<file path="src/rtl/fetch_pkg.sv">
// fetch_pkg: constants shared by the fetch front end and downstream stages
// (decode and later pipeline stages reuse the instruction geometry and the
// canonical NOP encoding).
package fetch_pkg;

  localparam int              INSTR_W     = 32;
  localparam int              INSTR_BYTES = 4;
  localparam logic [31:0]     NOP_INSTR   = 32'h0000_0013;

endpackage

</file>
<file path="src/rtl/pc_fetch_queue_if.sv">
// pc_fetch_queue_if: bundles the redirect input, the instruction-memory
// request/response channel and the decode-side valid/ready channel.
//   master : the fetch unit (drives imem requests and the decode channel)
//   slave  : the environment (memory, branch unit, decode)
interface pc_fetch_queue_if
  import fetch_pkg::*;
#(
  parameter int XLEN = 64
);

  logic               redirect_valid;
  logic [XLEN-1:0]    redirect_pc;
  logic               imem_req_valid;
  logic               imem_req_ready;
  logic [XLEN-1:0]    imem_req_addr;
  logic               imem_rsp_valid;
  logic [INSTR_W-1:0] imem_rsp_data;
  logic               out_valid;
  logic               out_ready;
  logic [INSTR_W-1:0] out_instr;
  logic [XLEN-1:0]    out_pc;

  modport master (
    input  redirect_valid, redirect_pc,
    output imem_req_valid, imem_req_addr,
    input  imem_req_ready,
    input  imem_rsp_valid, imem_rsp_data,
    output out_valid, out_instr, out_pc,
    input  out_ready
  );

  modport slave (
    output redirect_valid, redirect_pc,
    input  imem_req_valid, imem_req_addr,
    output imem_req_ready,
    output imem_rsp_valid, imem_rsp_data,
    input  out_valid, out_instr, out_pc,
    output out_ready
  );

endinterface

</file>
<file path="src/rtl/fetch_ring.sv">
// fetch_ring: DEPTH-entry ring of {pc, instr} with three pointers.
//   alloc : next entry to receive a PC when a request is issued
//   fill  : next entry to receive an instruction from memory
//   read  : entry currently presented to decode
// Pointers carry one extra wrap bit so full and empty are distinguishable.
// Ports:
//   clk, reset          clock, synchronous active-high reset (pointers only)
//   flush               clears all pointers (redirect)
//   alloc_en/alloc_pc   record PC of an issued request
//   fill_en/fill_instr  record returned instruction
//   read_en             advance read pointer (decode handshake)
//   full, empty         occupancy flags
//   outstanding         requests issued but not yet answered (alloc - fill)
//   rd_pc, rd_instr     entry at the read pointer
module fetch_ring
  import fetch_pkg::*;
#(
  parameter int XLEN  = 64,
  parameter int DEPTH = 4
) (
  input  logic                        clk,
  input  logic                        reset,
  input  logic                        flush,
  input  logic                        alloc_en,
  input  logic [XLEN-1:0]             alloc_pc,
  input  logic                        fill_en,
  input  logic [INSTR_W-1:0]          fill_instr,
  input  logic                        read_en,
  output logic                        full,
  output logic                        empty,
  output logic [$clog2(DEPTH):0]      outstanding,
  output logic [XLEN-1:0]             rd_pc,
  output logic [INSTR_W-1:0]          rd_instr
);

  localparam int PW = $clog2(DEPTH) + 1;

  logic [PW-1:0]      alloc_ptr;
  logic [PW-1:0]      fill_ptr;
  logic [PW-1:0]      read_ptr;
  logic [XLEN-1:0]    pc_mem    [DEPTH];
  logic [INSTR_W-1:0] instr_mem [DEPTH];

  always_ff @(posedge clk) begin
    if (reset || flush) begin
      alloc_ptr <= '0;
      fill_ptr  <= '0;
      read_ptr  <= '0;
    end else begin
      if (alloc_en) alloc_ptr <= alloc_ptr + PW'(1);
      if (fill_en)  fill_ptr  <= fill_ptr + PW'(1);
      if (read_en)  read_ptr  <= read_ptr + PW'(1);
    end
  end

  // Storage is not reset; writers are already gated off during reset/flush.
  always_ff @(posedge clk) begin
    if (alloc_en) pc_mem[alloc_ptr[PW-2:0]]   <= alloc_pc;
    if (fill_en)  instr_mem[fill_ptr[PW-2:0]] <= fill_instr;
  end

  assign outstanding = alloc_ptr - fill_ptr;
  assign full        = ((alloc_ptr - read_ptr) == PW'(DEPTH));
  assign empty       = (fill_ptr == read_ptr);
  assign rd_pc       = pc_mem[read_ptr[PW-2:0]];
  assign rd_instr    = instr_mem[read_ptr[PW-2:0]];

endmodule

</file>
<file path="src/rtl/pc_fetch_queue.sv">
// pc_fetch_queue: fetch PC and instruction-fetch front end. Issues word
// requests to an in-order instruction memory (up to DEPTH in flight),
// buffers the returned instructions with their PCs, and hands them to
// decode over valid/ready. A redirect flushes the queue and arms a discard
// counter that swallows the responses still in flight.
// Ports:
//   clk    clock
//   reset  synchronous, active-high
//   bus    pc_fetch_queue_if.master (redirect, imem req/rsp, decode out)
module pc_fetch_queue
  import fetch_pkg::*;
#(
  parameter int              XLEN     = 64,
  parameter logic [XLEN-1:0] RESET_PC = '0,
  parameter int              DEPTH    = 4
) (
  input  logic                 clk,
  input  logic                 reset,
  pc_fetch_queue_if.master     bus
);

  localparam int PW = $clog2(DEPTH) + 1;

  logic [XLEN-1:0] fetch_pc;
  logic [PW-1:0]   discard;
  logic [PW-1:0]   discard_flush;
  logic [PW-1:0]   pending;
  logic [PW-1:0]   outstanding;
  logic            full;
  logic            empty;
  logic            alloc_en;
  logic            fill_en;
  logic            read_en;
  logic            rsp_drop;

  // Request path is the only combinational output: redirect must suppress
  // a request in the same cycle.
  assign bus.imem_req_valid = !reset && !bus.redirect_valid &&
                              (discard == '0) && !full;
  assign bus.imem_req_addr  = fetch_pc;
  assign bus.out_valid      = !empty;

  assign alloc_en = bus.imem_req_valid && bus.imem_req_ready;
  assign rsp_drop = bus.imem_rsp_valid && (discard != '0);
  // A response with nothing outstanding is a protocol error and is ignored.
  assign fill_en  = bus.imem_rsp_valid && (discard == '0) &&
                    (outstanding != '0) && !bus.redirect_valid && !reset;
  assign read_en  = !empty && bus.out_ready;

  // On redirect every in-flight request becomes a discard; a response
  // arriving in the same cycle is already consumed. discard>0 blocks new
  // requests, so pending never exceeds DEPTH.
  always_comb begin
    pending       = discard + outstanding;
    discard_flush = pending;
    if (bus.imem_rsp_valid && (pending != '0)) discard_flush = pending - PW'(1);
  end

  always_ff @(posedge clk) begin
    if (reset) begin
      fetch_pc <= RESET_PC;
      discard  <= '0;
    end else if (bus.redirect_valid) begin
      fetch_pc <= {bus.redirect_pc[XLEN-1:2], 2'b00};
      discard  <= discard_flush;
    end else begin
      if (alloc_en) fetch_pc <= fetch_pc + XLEN'(INSTR_BYTES);
      if (rsp_drop) discard  <= discard - PW'(1);
    end
  end

  fetch_ring #(
    .XLEN  (XLEN),
    .DEPTH (DEPTH)
  ) u_ring (
    .clk         (clk),
    .reset       (reset),
    .flush       (bus.redirect_valid),
    .alloc_en    (alloc_en),
    .alloc_pc    (fetch_pc),
    .fill_en     (fill_en),
    .fill_instr  (bus.imem_rsp_data),
    .read_en     (read_en),
    .full        (full),
    .empty       (empty),
    .outstanding (outstanding),
    .rd_pc       (bus.out_pc),
    .rd_instr    (bus.out_instr)
  );

endmodule

</file>
<file path="src/flat_wrapper.sv">
// flat-port wrapper written by rule: the top's interface ports become plain ports
module pc_fetch_queue_flat import fetch_pkg::*;
#(
  parameter int              XLEN     = 64,
  parameter logic [XLEN-1:0] RESET_PC = '0,
  parameter int              DEPTH    = 4
)
  (clk, reset, bus_redirect_valid, bus_redirect_pc, bus_imem_req_valid, bus_imem_req_addr, bus_imem_req_ready, bus_imem_rsp_valid, bus_imem_rsp_data, bus_out_valid, bus_out_instr, bus_out_pc, bus_out_ready);
  pc_fetch_queue_if #(.XLEN(XLEN)) bus_i ();
  input  logic clk;
  input  logic reset;
  input wire logic [$bits(bus_i.redirect_valid)-1:0] bus_redirect_valid;
  input wire logic [$bits(bus_i.redirect_pc)-1:0] bus_redirect_pc;
  output wire logic [$bits(bus_i.imem_req_valid)-1:0] bus_imem_req_valid;
  output wire logic [$bits(bus_i.imem_req_addr)-1:0] bus_imem_req_addr;
  input wire logic [$bits(bus_i.imem_req_ready)-1:0] bus_imem_req_ready;
  input wire logic [$bits(bus_i.imem_rsp_valid)-1:0] bus_imem_rsp_valid;
  input wire logic [$bits(bus_i.imem_rsp_data)-1:0] bus_imem_rsp_data;
  output wire logic [$bits(bus_i.out_valid)-1:0] bus_out_valid;
  output wire logic [$bits(bus_i.out_instr)-1:0] bus_out_instr;
  output wire logic [$bits(bus_i.out_pc)-1:0] bus_out_pc;
  input wire logic [$bits(bus_i.out_ready)-1:0] bus_out_ready;
  assign bus_i.redirect_valid = bus_redirect_valid;
  assign bus_i.redirect_pc = bus_redirect_pc;
  assign bus_imem_req_valid = bus_i.imem_req_valid;
  assign bus_imem_req_addr = bus_i.imem_req_addr;
  assign bus_i.imem_req_ready = bus_imem_req_ready;
  assign bus_i.imem_rsp_valid = bus_imem_rsp_valid;
  assign bus_i.imem_rsp_data = bus_imem_rsp_data;
  assign bus_out_valid = bus_i.out_valid;
  assign bus_out_instr = bus_i.out_instr;
  assign bus_out_pc = bus_i.out_pc;
  assign bus_i.out_ready = bus_out_ready;
  pc_fetch_queue #(.XLEN(XLEN), .RESET_PC(RESET_PC), .DEPTH(DEPTH)) u_core (.clk(clk), .reset(reset), .bus(bus_i));
endmodule
</file>
<file path="config.mk">
export PLATFORM = sky130hd
export DESIGN_NAME = pc_fetch_queue_flat
export DESIGN_NICKNAME = d
export VERILOG_FILES = /design/src/rtl/fetch_pkg.sv /design/src/rtl/pc_fetch_queue_if.sv /design/src/rtl/fetch_ring.sv /design/src/rtl/pc_fetch_queue.sv /design/src/flat_wrapper.sv
export SDC_FILE = /design/constraint.sdc
export NUM_CORES = 1
export LEC_CHECK = 0
export ABC_AREA = 1
export CORE_ASPECT_RATIO = 1.75
export CORE_MARGIN = 4
export CORE_UTILIZATION = 52
export CTS_BUF_LIST = sky130_fd_sc_hd__clkbuf_4
export CTS_CLUSTER_SIZE = 40
export DETAILED_ROUTE_END_ITERATION = 8
export PLACE_DENSITY = 0.79
export SYNTH_ARGS = -nofsm -noshare
export SYNTH_HDL_FRONTEND = slang
export SYNTH_SLANG_ARGS = --single-unit
</file>
<file path="constraint.sdc">
create_clock -name clk -period 4.8 [get_ports clk]
set_input_delay 0.96 -clock clk [delete_from_list [all_inputs] [get_ports clk]]
set_output_delay 0.96 -clock clk [all_outputs]
set_load 0.02 [all_outputs]
</file>
### Word level (Yosys, flattened, before mapping)

Memory sizes are Yosys's and may differ from the RTL's. A register that Yosys moved wholly into a read port is not among the register bits.
Index checks and enable logic that the tools add are counted.

* bits in registers: 76
* bits of input ports: 102
* logic and storage cells: 55
* memory bits (writable): 384
* memories: 2
* output and inout port bits: 162

Memories
* u_core.u_ring.pc_mem: depth 4, width 64, read ports 1, clocked after Yosys merged registers in 1, wr ports 1, RTL line fetch_ring.sv:41 `logic [XLEN-1:0] pc_mem [DEPTH];`
* u_core.u_ring.instr_mem: depth 4, width 32, read ports 1, clocked after Yosys merged registers in 1, wr ports 1, RTL line fetch_ring.sv:42 `logic [INSTR_W-1:0] instr_mem [DEPTH];`

* reduce and logical (&&, ||, !) cells: 23
* multiplexer cells: 13
* $add $sub $neg: 9
* equality and inequality tests: 2

Operator list (number)
* $mux W64: 2
* $add A64 B3 Y64 const B: 1
* $logic_and A1 B1 Y1: 11
* $add A3 B1 Y3 const B: 3
* $mux W3: 3
* $reduce_bool A3 Y1: 3
* $mux W2: 4
* $sub A3 B1 Y3 const B: 2
* $sub A3 B3 Y3: 2
* $logic_not A1 Y1: 4
* $mux W1: 4
* $reduce_bool A2 Y1: 2
* $add A3 B3 Y3: 1
* $eq A3 B3 Y1: 1
* $eq A3 B3 Y1 const B: 1
* $logic_not A3 Y1: 1
* $reduce_or A2 Y1: 1
* $logic_or A1 B1 Y1: 1

### Logic depth before layout (Yosys ltp)

* depth in word-level cells: 7
* gate-level depth with buffers: 15
* gate-level depth less buffers: 14

### Modules after synthesis

Synthesis repeated with hierarchy kept, for this count alone.

* cell total of the unflattened synthesis: 1920
* area, all modules: 20153.1 sq um

Modules (own cells, without submodules)
* fetch_ring: area each 15019.4 sq um, sequential area each 11751.3 sq um, cells each 1032, instances 1
* pc_fetch_queue: area each 5133.7 sq um, sequential area each 1301.2 sq um, cells each 888, instances 1

### Worst setup path before layout

No wires, ideal clock.

* kind: input port to flip-flop
* start point: input port bus_redirect_valid
* end point: memory u_core.u_ring.pc_mem[0][10], enable pin
* setup slack: -23 ps
* setup time: 482 ps
* stages: 7
* arrival time: 4341 ps
* cells stage by stage: buf_2 nor2_4 inv_2 nor2_4 nand3_4 buf_2 nor2_1

* longest elaborated chain between the ends: 7

Ends and longest elaborated chain
* start: declaration: RTL line flat_wrapper.sv:12 `input wire logic [$bits(bus_i.redirect_valid)-1:0] bus_redirect_valid;`
* $logic_not A1 Y1: RTL line pc_fetch_queue.sv:38 `assign bus.imem_req_valid = !reset && !bus.redirect_valid &&`
* $logic_and A1 B1 Y1 (2 in series): RTL line pc_fetch_queue.sv:38
* $logic_and A1 B1 Y1: RTL line pc_fetch_queue.sv:39 `(discard == '0) && !full;`
* $logic_and A1 B1 Y1: RTL line pc_fetch_queue.sv:43 `assign alloc_en = bus.imem_req_valid && bus.imem_req_ready;`
* $mux W1: RTL line fetch_ring.sv:58 `if (alloc_en) pc_mem[alloc_ptr[PW-2:0]] <= alloc_pc;`
* $mux W1 (not written as such): RTL line fetch_ring.sv:58
* end: declaration: RTL line fetch_ring.sv:41

Every way passes these cells.

==> impl_metrics.tcl <==
set metrics [dict create \
    outcome "finished clean" \
    clk_latency_ps 840 \
    drive_gt1_share_pct 9.18 \
    die_y_um 265 \
    grt_pass1_vias 15700 \
    rows 94 \
    num_vias 15400 \
    cts_buffers 98 \
    finalPower_uw 8000 \
    areaGrowthSynthToFinish_pct 22.2 \
    post_cts_buffers 0 \
    swShare_pct 23.9 \
    fillers 2957 \
    avgSynthCellArea_um2 10.2 \
    place_congestion 0.929 \
    critical_path.startpoint_type "flip-flop" \
    grt_use_met1_pct 29.4 \
    min_period_ps 4370 \
    antenna_found_initial 4 \
    seq_power_share_pct 55.2 \
    yosys.area.top_type "edfxtp_1" \
    maxCapViolCount 0 \
    grt_use_met2_pct 48.7 \
    holdPathStages 4 \
    r2r_start "u_core.u_ring.alloc_ptr[0]" \
    synth.yosys.seq_area_share_pct 65.2 \
    cpLargestDelayFamily "buffers and inverters" \
    fin_crit_sh_pct 91.0 \
    fmax_ghz 0.229 \
    crit_type "reg -> out" \
    r2r_slack_ps 1670 \
    tightest_slew_ps 1050 \
    finalSetupViolCount 0 \
    layout_commonest_cell "edfxtp_1" \
    synth_fa_ha_area_share_pct 1.35 \
    grt_overflow 0 \
    worst_slack_ps 434 \
    core-area_um2 37500 \
    synth_compound_area_share_pct 10.7 \
    r2r_cells 13 \
    slowest_delay_ps 670 \
    synth_area_leaders "edfxtp_1, dfxtp_1, nand2_1, nor2_1, o21ai_0" \
    arrival_ps 3410 \
    design.die.area_um2 41100 \
    synth_mux_area_share_pct 0 \
    design_area_um2 24000 \
    required_ps 3840 \
    clkSlewWorstSetupHoldPaths_ps 70 \
    critPathSlowestCell "inv_4" \
    holdPathEnd "u_core.u_ring.read_ptr[2]" \
    fin_cells 2783 \
    rr_endpoint "u_core.discard[2]" \
    pin_count 264 \
    p_comb_share_pct 7.1 \
    grt_pass1_wl_um 84900 \
    pre_cts_slack_ps 1170 \
    drt-total-wl_um 56100 \
    grt_max_degree 189 \
    placed_cells 2599 \
    fin_skew_ps 61.8 \
    cts_sinks 452 \
    p_per_area_nw_per_um2 333 \
    synthSimpleGateAreaFrac_pct 16.5 \
    viasPerCell 5.53 \
    synth_xor_area_share_pct 1.69 \
    cp_cell_sequence "inv_4 -> buf_4 -> o21ai_0 -> o22ai_1 -> clkdlybuf4s50_1" \
    syn_inst 1926 \
    cp.buffers_inverters 3 \
    wire_per_inst_um 20.2 \
    p_leak_uw 0.00848 \
    grt_usage_pct 26.6 \
    dr.pass1.iters 8 \
    synth_top_family_by_area "simple AND/OR/NAND/NOR gates" \
    h-tree-depth 3 \
    cts_resized 0 \
    cp_max_fo 97 \
    hold_viol 0 \
    hold_start "bus_redirect_valid" \
    cts_root_buf "clkbuf_4" \
    io_buffers 257 \
    clk_path_buf_depth 3 \
    ant_nets 0 \
    p_clk_share_pct 37.7 \
    synthesis.area_um2 19700 \
    rsz0062_at_grt "false" \
    min_path_type "in -> reg" \
    remaining_drc_errors 0 \
    initial_core_util_pct 52.4 \
    drv_slew 0 \
    p_int_uw 6090 \
    drt_iter0_markers 1145 \
    layout_common_cells "edfxtp_1, nand2_1, nor2_1, clkdlybuf4s50_1, o21ai_0" \
    cts-hold-fix-buffers 0 \
    cts_tree "done" \
    power_switching_uw 1910 \
    synthDistinctLibCells 39 \
    post-route-util_pct 64.1 \
    cp-end-kind "output port" \
    dp_hpwl_um 37600 \
    grt_busiest_layer "met2" \
    ir_drop_mv 0.239 \
    dieWidth_um 155 \
    placed_area_um2 22700 \
    ys_warn_count 0 \
    fin_nets 2341 \
    maxSlewHeadroom_pct 30.1 \
    synth_top_area_share_pct 57.4 \
    synth-seq-cells 452 \
    met3_usage_pct 4.09 \
]
## area by class of cell
| class | count | area [um2] | area share (%) |
|---|---|---|---|
| repair buffers | 283 | 2790 | 11.6 |
| clock inverters | 52 | 355 | 1.48 |
| inverters | 130 | 493 | 2.05 |
| multi-input cells | 1254 | 6010 | 25.0 |
| well taps | 480 | 601 | 2.50 |
| diodes | 5 | 12.5 | 0.0521 |
| flip-flops and latches | 452 | 12800 | 53.3 |
| clock buffers | 127 | 953 | 3.97 |
## state kept, by name, summed over array words and instances (netlist names), named ones only
signal	count
u_core.u_ring.read_ptr	3
u_core.u_ring.pc_mem	248
u_core.u_ring.alloc_ptr	3
u_core.bus.imem_req_addr	62
u_core.u_ring.instr_mem	128
u_core.discard	3
u_core.u_ring.fill_ptr	3
## worst max path at each step
stage                                       end  slack (ps)  depth (start not counted)
finish                           bus_out_pc[38]         430                          5
global route                     bus_out_pc[38]         170                          5
CTS                              bus_out_pc[38]         360                          5
detailed placement           bus_imem_req_valid        1170                          7
global placement             bus_imem_req_valid        1170                          7
floorplan           u_core.u_ring.pc_mem[0][10]         -20                          7
## metrics by stage
step	TNS (ps)	hold WS, ps
2_1_floorplan	-4270	485
3_3_place_gp	0	516
3_5_place_dp	0	533
4_1_cts	0	458
5_1_grt	0	498
6_report	0	517
## kinds of logic (layout without fill, tap and decap cells)
group           after synthesis  in the layout
fa+ha+maj                    20             20
simple gates                802            802
other cells                   1              9
compound gates              390            390
buf+inv                     223            592
flops                       452            452
xor+xnor                     38             38
## cell usage after synthesis
master,count
clkinv_1,3
nor2_4,3
inv_1,122
fa_1,2
or2_2,5
nor2_2,5
nand3_2,1
a22oi_1,1
buf_6,2
nor2_1,340
clkbuf_1,61
o21bai_1,6
o22ai_1,94
nand2_1,351
o21ai_1,16
nand2_2,3
buf_4,6
dfxtp_1,76
nand3_4,1
nand4_1,9
o21a_1,1
nor3_2,3
conb_1,1
edfxtp_1,376
o21ai_0,215
nand3_1,72
nor3_1,5
a31oi_1,4
xor2_1,19
inv_4,1
inv_2,4
a21oi_1,51
xnor2_1,19
o311ai_0,1
buf_2,23
nand3b_1,4
buf_1,1
o211ai_1,1
ha_1,18
## worst register-to-register path, stage by stage (launching register included)
cell and delay, ps:
dfxtp_1 330, inv_1 200, ha_1 190, inv_1 50, fa_1 500, fa_1 430, xnor2_1 180, xor2_1 210
inv_1 60, ha_1 200, nor2_1 210, inv_1 100, or2_2 270, a31oi_1 150
## layer usage
metal  wire length, um  share of wire (%)
met5                 0                  0
met4              2680                4.8
met3              2970                5.3
met2             30100                 54
met1             20400                 36
## power groups by stage
stage,clock [uW],sequential (uW),combinational [uW]
finish,3010,4420,570
global route,3280,4420,615
CTS,3070,4410,572
detailed placement,0,4500,569
global placement,0,4500,555
floorplan,0,4500,253
No activity file was read; power rests on OpenSTA's default activity.
